<file path="src/rtl/fu_branch_resolver_if.sv">
// fu_branch_resolver_if: fetch prediction, execute resolve and BTB update signals.
interface fu_branch_resolver_if #(parameter int WORD_W = 32);
  logic              ihit;
  logic              pred_push;
  logic [WORD_W-1:0] pred_pc;
  logic              pred_outcome;
  logic [WORD_W-1:0] pred_target;
  logic              pred_full;
  logic              resolve_valid;
  logic [WORD_W-1:0] resolve_pc;
  logic              resolve_taken;
  logic [WORD_W-1:0] resolve_target;
  logic              resolve_ready;
  logic              update_btb;
  logic [WORD_W-1:0] update_pc;
  logic              branch_outcome;
  logic [WORD_W-1:0] branch_target;
  logic              flush;
  logic [WORD_W-1:0] redirect_pc;
  logic              order_error;
  modport master (
    output ihit, pred_push, pred_pc, pred_outcome, pred_target,
           resolve_valid, resolve_pc, resolve_taken, resolve_target,
    input  pred_full, resolve_ready, update_btb, update_pc, branch_outcome,
           branch_target, flush, redirect_pc, order_error
  );
  modport slave (
    input  ihit, pred_push, pred_pc, pred_outcome, pred_target,
           resolve_valid, resolve_pc, resolve_taken, resolve_target,
    output pred_full, resolve_ready, update_btb, update_pc, branch_outcome,
           branch_target, flush, redirect_pc, order_error
  );
endinterface

</file>
<file path="src/rtl/fu_branch_resolver.sv">
// fu_branch_resolver: in-order prediction queue checked at resolve; drives BTB update and flush.
// Optional BRANCH_STATS_EN adds resolve/mispredict counters.
module fu_branch_resolver #(
  parameter int WORD_W = 32,
  parameter int DEPTH  = 4,
  parameter int PTR_W  = 2
) (
  input  logic              CLK,
  input  logic              nRST,
  fu_branch_resolver_if.slave bif
`ifdef BRANCH_STATS_EN
  ,
  output logic [WORD_W-1:0] stat_resolved,
  output logic [WORD_W-1:0] stat_mispredict
`endif
);
  logic [WORD_W-1:0] pc_q [DEPTH];
  logic [WORD_W-1:0] tgt_q [DEPTH];
  logic [DEPTH-1:0]  out_q;
  logic [PTR_W-1:0]  rd_q, rd_d, wr_q, wr_d;
  logic [PTR_W:0]    cnt_q, cnt_d;
  logic              upd_q, bout_q, flush_q, oerr_q;
  logic [WORD_W-1:0] upc_q, btgt_q, red_q;
  logic              push, acc, pc_err, mis;
  assign bif.pred_full      = cnt_q == (PTR_W+1)'(DEPTH);
  assign bif.resolve_ready  = cnt_q != '0 && (!upd_q || bif.ihit);
  assign bif.update_btb     = upd_q;
  assign bif.update_pc      = upc_q;
  assign bif.branch_outcome = bout_q;
  assign bif.branch_target  = btgt_q;
  assign bif.flush          = flush_q;
  assign bif.redirect_pc    = red_q;
  assign bif.order_error    = oerr_q;
  assign push   = bif.pred_push && !bif.pred_full;
  assign acc    = bif.resolve_valid && bif.resolve_ready;
  assign pc_err = pc_q[rd_q] != bif.resolve_pc;
  assign mis    = acc && (out_q[rd_q] != bif.resolve_taken ||
                  (bif.resolve_taken && tgt_q[rd_q] != bif.resolve_target) || pc_err);
  // A mispredict empties the queue, discarding younger entries and any same-cycle push.
  always_comb begin
    rd_d  = mis ? '0 : rd_q + PTR_W'(acc);
    wr_d  = mis ? '0 : wr_q + PTR_W'(push);
    cnt_d = mis ? '0 : cnt_q + (PTR_W+1)'(push) - (PTR_W+1)'(acc);
  end
  always_ff @(posedge CLK or negedge nRST) begin
    if (!nRST) begin
      rd_q    <= '0;
      wr_q    <= '0;
      cnt_q   <= '0;
      upd_q   <= 1'b0;
      upc_q   <= '0;
      bout_q  <= 1'b0;
      btgt_q  <= '0;
      flush_q <= 1'b0;
      red_q   <= '0;
      oerr_q  <= 1'b0;
    end else begin
      rd_q    <= rd_d;
      wr_q    <= wr_d;
      cnt_q   <= cnt_d;
      flush_q <= mis;
      oerr_q  <= acc && pc_err;
      if (mis) red_q <= bif.resolve_taken ? bif.resolve_target : bif.resolve_pc + WORD_W'(4);
      if (acc) begin
        upd_q  <= 1'b1;
        upc_q  <= bif.resolve_pc;
        bout_q <= bif.resolve_taken;
        btgt_q <= bif.resolve_target;
      end else if (bif.ihit) begin
        upd_q  <= 1'b0;
      end
    end
  end
  always_ff @(posedge CLK) begin
    if (push && !mis) begin
      pc_q[wr_q]  <= bif.pred_pc;
      tgt_q[wr_q] <= bif.pred_target;
      out_q[wr_q] <= bif.pred_outcome;
    end
  end
`ifdef BRANCH_STATS_EN
  always_ff @(posedge CLK or negedge nRST) begin
    if (!nRST) begin
      stat_resolved   <= '0;
      stat_mispredict <= '0;
    end else begin
      stat_resolved   <= stat_resolved + WORD_W'(acc);
      stat_mispredict <= stat_mispredict + WORD_W'(mis);
    end
  end
`endif
endmodule

</file>
<file path="src/flat_wrapper.sv">
// flat-port wrapper written by rule: the top's interface ports become plain ports
module fu_branch_resolver_flat 
#(
  parameter int WORD_W = 32,
  parameter int DEPTH  = 4,
  parameter int PTR_W  = 2
)
  (CLK, nRST, bif_ihit, bif_pred_push, bif_pred_pc, bif_pred_outcome, bif_pred_target, bif_resolve_valid, bif_resolve_pc, bif_resolve_taken, bif_resolve_target, bif_pred_full, bif_resolve_ready, bif_update_btb, bif_update_pc, bif_branch_outcome, bif_branch_target, bif_flush, bif_redirect_pc, bif_order_error);
  fu_branch_resolver_if #(.WORD_W(WORD_W)) bif_i ();
  input  logic CLK;
  input  logic nRST;
  input wire logic [$bits(bif_i.ihit)-1:0] bif_ihit;
  input wire logic [$bits(bif_i.pred_push)-1:0] bif_pred_push;
  input wire logic [$bits(bif_i.pred_pc)-1:0] bif_pred_pc;
  input wire logic [$bits(bif_i.pred_outcome)-1:0] bif_pred_outcome;
  input wire logic [$bits(bif_i.pred_target)-1:0] bif_pred_target;
  input wire logic [$bits(bif_i.resolve_valid)-1:0] bif_resolve_valid;
  input wire logic [$bits(bif_i.resolve_pc)-1:0] bif_resolve_pc;
  input wire logic [$bits(bif_i.resolve_taken)-1:0] bif_resolve_taken;
  input wire logic [$bits(bif_i.resolve_target)-1:0] bif_resolve_target;
  output wire logic [$bits(bif_i.pred_full)-1:0] bif_pred_full;
  output wire logic [$bits(bif_i.resolve_ready)-1:0] bif_resolve_ready;
  output wire logic [$bits(bif_i.update_btb)-1:0] bif_update_btb;
  output wire logic [$bits(bif_i.update_pc)-1:0] bif_update_pc;
  output wire logic [$bits(bif_i.branch_outcome)-1:0] bif_branch_outcome;
  output wire logic [$bits(bif_i.branch_target)-1:0] bif_branch_target;
  output wire logic [$bits(bif_i.flush)-1:0] bif_flush;
  output wire logic [$bits(bif_i.redirect_pc)-1:0] bif_redirect_pc;
  output wire logic [$bits(bif_i.order_error)-1:0] bif_order_error;
  assign bif_i.ihit = bif_ihit;
  assign bif_i.pred_push = bif_pred_push;
  assign bif_i.pred_pc = bif_pred_pc;
  assign bif_i.pred_outcome = bif_pred_outcome;
  assign bif_i.pred_target = bif_pred_target;
  assign bif_i.resolve_valid = bif_resolve_valid;
  assign bif_i.resolve_pc = bif_resolve_pc;
  assign bif_i.resolve_taken = bif_resolve_taken;
  assign bif_i.resolve_target = bif_resolve_target;
  assign bif_pred_full = bif_i.pred_full;
  assign bif_resolve_ready = bif_i.resolve_ready;
  assign bif_update_btb = bif_i.update_btb;
  assign bif_update_pc = bif_i.update_pc;
  assign bif_branch_outcome = bif_i.branch_outcome;
  assign bif_branch_target = bif_i.branch_target;
  assign bif_flush = bif_i.flush;
  assign bif_redirect_pc = bif_i.redirect_pc;
  assign bif_order_error = bif_i.order_error;
  fu_branch_resolver #(.WORD_W(WORD_W), .DEPTH(DEPTH), .PTR_W(PTR_W)) u_core (.CLK(CLK), .nRST(nRST), .bif(bif_i));
endmodule
</file>
<file path="config.mk">
export PLATFORM = sky130hd
export DESIGN_NAME = fu_branch_resolver_flat
export DESIGN_NICKNAME = d
export VERILOG_FILES = /design/src/rtl/fu_branch_resolver_if.sv /design/src/rtl/fu_branch_resolver.sv /design/src/flat_wrapper.sv
export SDC_FILE = /design/constraint.sdc
export NUM_CORES = 1
export LEC_CHECK = 0
export BUFFER_PORTS_ARGS = -buffer_cell sky130_fd_sc_hd__buf_2
export CORE_AREA = 2 2 171 299
export DETAILED_ROUTE_END_ITERATION = 10
export DIE_AREA = 0 0 173 301
export GPL_ROUTABILITY_DRIVEN = 0
export PLACE_DENSITY_LB_ADDON = 0.25
export SLEW_MARGIN = 30
export SYNTH_ARGS = -nofsm -noshare
export SYNTH_HDL_FRONTEND = slang
export SYNTH_SLANG_ARGS = --single-unit
</file>
<file path="constraint.sdc">
create_clock -name CLK -period 6.9 [get_ports CLK]
set_input_delay 0.345 -clock CLK [delete_from_list [all_inputs] [get_ports CLK]]
set_output_delay 0.345 -clock CLK [all_outputs]
set_load 0.005 [all_outputs]
</file>
==> results_dict.tcl <==
set metrics [dict create \
    status "finished, final reports clean" \
    drc 0 \
    grt_max_degree 72 \
    worst_slack_ps 2340 \
    synth-seq-area-share_pct 68.9 \
    vias_per_cell 4.68 \
    reg2reg_to "u_core.tgt_q[2][25]" \
    max-cap-violations 0 \
    antenna_found_initial 17 \
    maxSlewViolCount 0 \
    ios 237 \
    cts_tree "done" \
    grt_pass1_wl_mm 65.8 \
    globalRoute.totalOverflow 0 \
    finalHoldViolations 0 \
    tightest_slew_ps 937 \
    report.power.total_mw 7.23 \
    die_x_um 173 \
    clock_sink_count 367 \
    grt_pass1_vias 9580 \
    layout.nets 1391 \
    crit_path_end_kind "flop" \
    fill_cells 4816 \
    cts_setup_buffers 0 \
    worstPathMaxFanout 35 \
    avgRoutedWirePerCell_um 23.6 \
    dp_slack_ps 2280 \
    hold_depth 1 \
    place_hpwl_mm 32.8 \
    synth.distinct_cells 43 \
    clk_latency_ps 540 \
    crit_type "flop to flop" \
    worst_setup_path_start_kind "flop" \
    crit_required_ps 7120 \
    ys_seq_elements 367 \
    cts-resized-gates 0 \
    fmax_ghz 0.219 \
    synth_fp_nets 1152 \
    syn2layout_area_growth_pct 20.8 \
    die_y_um 301 \
    numPortBuffers 236 \
    arrival_ps 4780 \
    grt_use_total_pct 17.4 \
    critPathLaunch "u_core.rd_q[1]" \
    finClkSkew_ps 21.6 \
    cts_root_buf "clkbuf_16" \
    max-slew-margin-rel_pct 37.6 \
    powerDensity_nw_per_um2 393 \
    vdd_drop_max_mv 0.197 \
    core.rowCount 108 \
    final_core_util_pct 37.2 \
    routed_wl_mm 45.8 \
    initial_core_util_pct 30.8 \
    h-tree-depth 2 \
    hold_buffers 3 \
    rsz0062_at_grt "no" \
    syn_avg_cell_area_um2 15.1 \
    hold_class "input pin to flop" \
    yosysWarnings 0 \
    rr_worst_depth 9 \
    crit-reg2reg-launch "u_core.rd_q[1]" \
    leakage_nw 7.05 \
    core_area_um2 49500 \
    postPlaceCellArea_um2 17200 \
    fin_crit_sh_pct 66.0 \
    synth_area_um2 15200 \
    drtIter0Drc 642 \
    ant_nets 0 \
    layout_min_cycle_time_ps 4560 \
    tns_ps 0 \
    endpoint "u_core.tgt_q[2][25]" \
    dieArea_um2 52100 \
    clk_pin_slew_ps 70 \
    drtPass1Iterations 7 \
    netlist_top_cells_area "edfxtp_1, dfrtp_1, mux4_2" \
    reg2reg_slack_ps 2340 \
    vias 9097 \
    syn_inst 1011 \
    layout-drive-gt1-share_pct 31.5 \
    synth_top_area_share_pct 51.3 \
    synth_top_area_cell "edfxtp_1" \
    final_cell_area_um2 18400 \
    clk_path_buf_depth 3 \
    cts_made_buffers 36 \
    setup_viol_count_final 0 \
]
## cell usage after synthesis, drive strengths merged
cell type  count
nor3           4
and2           3
o22a           1
xnor2         63
inv           11
clkinv         1
a211o          1
o22ai          1
a2bb2oi        2
o2111ai        1
and3           3
fa             1
xor2          40
mux4          52
and4           5
nor3b          1
o311ai         1
a22oi          1
ha             5
and4b          2
o21ai         31
dfrtp        107
edfxtp       260
or3            1
nor2b          3
a21oi          3
nand2        229
mux2          33
nand3         15
nor4b          1
mux2i         33
a41oi          1
nand4         20
buf           17
clkbuf        38
a21o           1
nor4           5
nor2          14
## cells by family after synthesis
group / Yosys count / share of synthesized area (%)
flops: 367 / 68.9
xor+xnor: 103 / 5.93
mux: 118 / 12.3
simple gates: 306 / 8.62
fa+ha+maj: 6 / 0.542
compound gates: 44 / 1.67
buf+inv: 67 / 2.04
## stage by stage
stage          hold slack, ps  cells
2_1_floorplan            49.4   1011
3_3_place_gp              367   1868
3_5_place_dp              373   1869
4_1_cts                  1.47   1938
5_1_grt                  10.8   1943
6_report                 24.8   1943
## worst min path at each step
| stage | slack, ps | to | startpoint |
|---|---|---|---|
| after global routing | 10 | u_core.pc_q[1][29] | bif_pred_pc[29] |
| after global placement | 370 | u_core.bif.update_pc[8] | nRST |
| final | 20 | u_core.tgt_q[0][12] | bif_pred_target[12] |
| after floorplan | 50 | u_core.bif.branch_outcome | nRST |
| after detailed placement | 370 | u_core.bif.redirect_pc[11] | nRST |
| after CTS | 1 | u_core.tgt_q[2][12] | bif_pred_target[12] |
## metal layers
layer / wire [µm] / part of all wire [%] / vias up / global-route usage (%)
met4: 1130 / 2.5 / 12 / 5.67
met3: 2270 / 5.0 / 74 / 3.45
met5: 84 / 0.18 / - / 0
met2: 24900 / 54 / 269 / 32.7
li1: - / - / 4145 / -
met1: 17400 / 38 / 4597 / 19.7
## state kept, by name, summed over array words and instances (netlist names)
name,flops
u_core.cnt_q,3
u_core.wr_q,2
u_core.bif.update_btb,1
u_core.out_q,4
u_core.bif.flush,1
u_core.bif.redirect_pc,32
u_core.bif.branch_target,32
u_core.tgt_q,128
u_core.pc_q,128
u_core.rd_q,2
u_core.bif.order_error,1
u_core.bif.branch_outcome,1
u_core.bif.update_pc,32
## worst max-delay path, stage by stage, from the launching register on
cell and delay (ps):
dfrtp_2 910, buf_4 540, mux4_2 390, xnor2_1 150, nand4_1 150, nor4_1 380
and4_1 330, o22a_2 220, and4b_4 720, buf_4 410
## placed cells by master, fill, tap and decap left out, types with 13 or more instances in the layout
cell,synthesis,final
clkbuf_16,0,38
buf_2,5,235
o21ai_0,31,31
buf_4,4,16
nand2_1,229,228
xor2_1,40,40
mux4_2,52,52
mux2_2,32,32
nand4_1,20,20
dfrtp_1,107,105
nand3_1,15,15
edfxtp_1,260,260
nor2_1,14,13
mux2i_1,33,33
xnor2_1,63,63
## where the power goes
part / internal, mW / switching, mW / leakage (nW)
registers: 2.91 / 0.272 / 3.68
clock network: 1.13 / 0.860 / 0.571
logic: 0.961 / 1.10 / 2.81
total: 5.00 / 2.23 / 7.05
## cell type report
| type | count | area, µm² | area share, % |
|---|---|---|---|
| antenna | 5 | 12.5 | 0.0681 |
| clock buffer | 43 | 970 | 5.27 |
| inverter | 12 | 45.0 | 0.245 |
| timing repair buffer | 256 | 1370 | 7.43 |
| tap | 660 | 826 | 4.49 |
| sequential | 367 | 10500 | 57.1 |
| clock inverter | 23 | 210 | 1.14 |
| multi-input combinational | 577 | 4460 | 24.3 |
No activity file was read; power rests on OpenSTA's default activity.
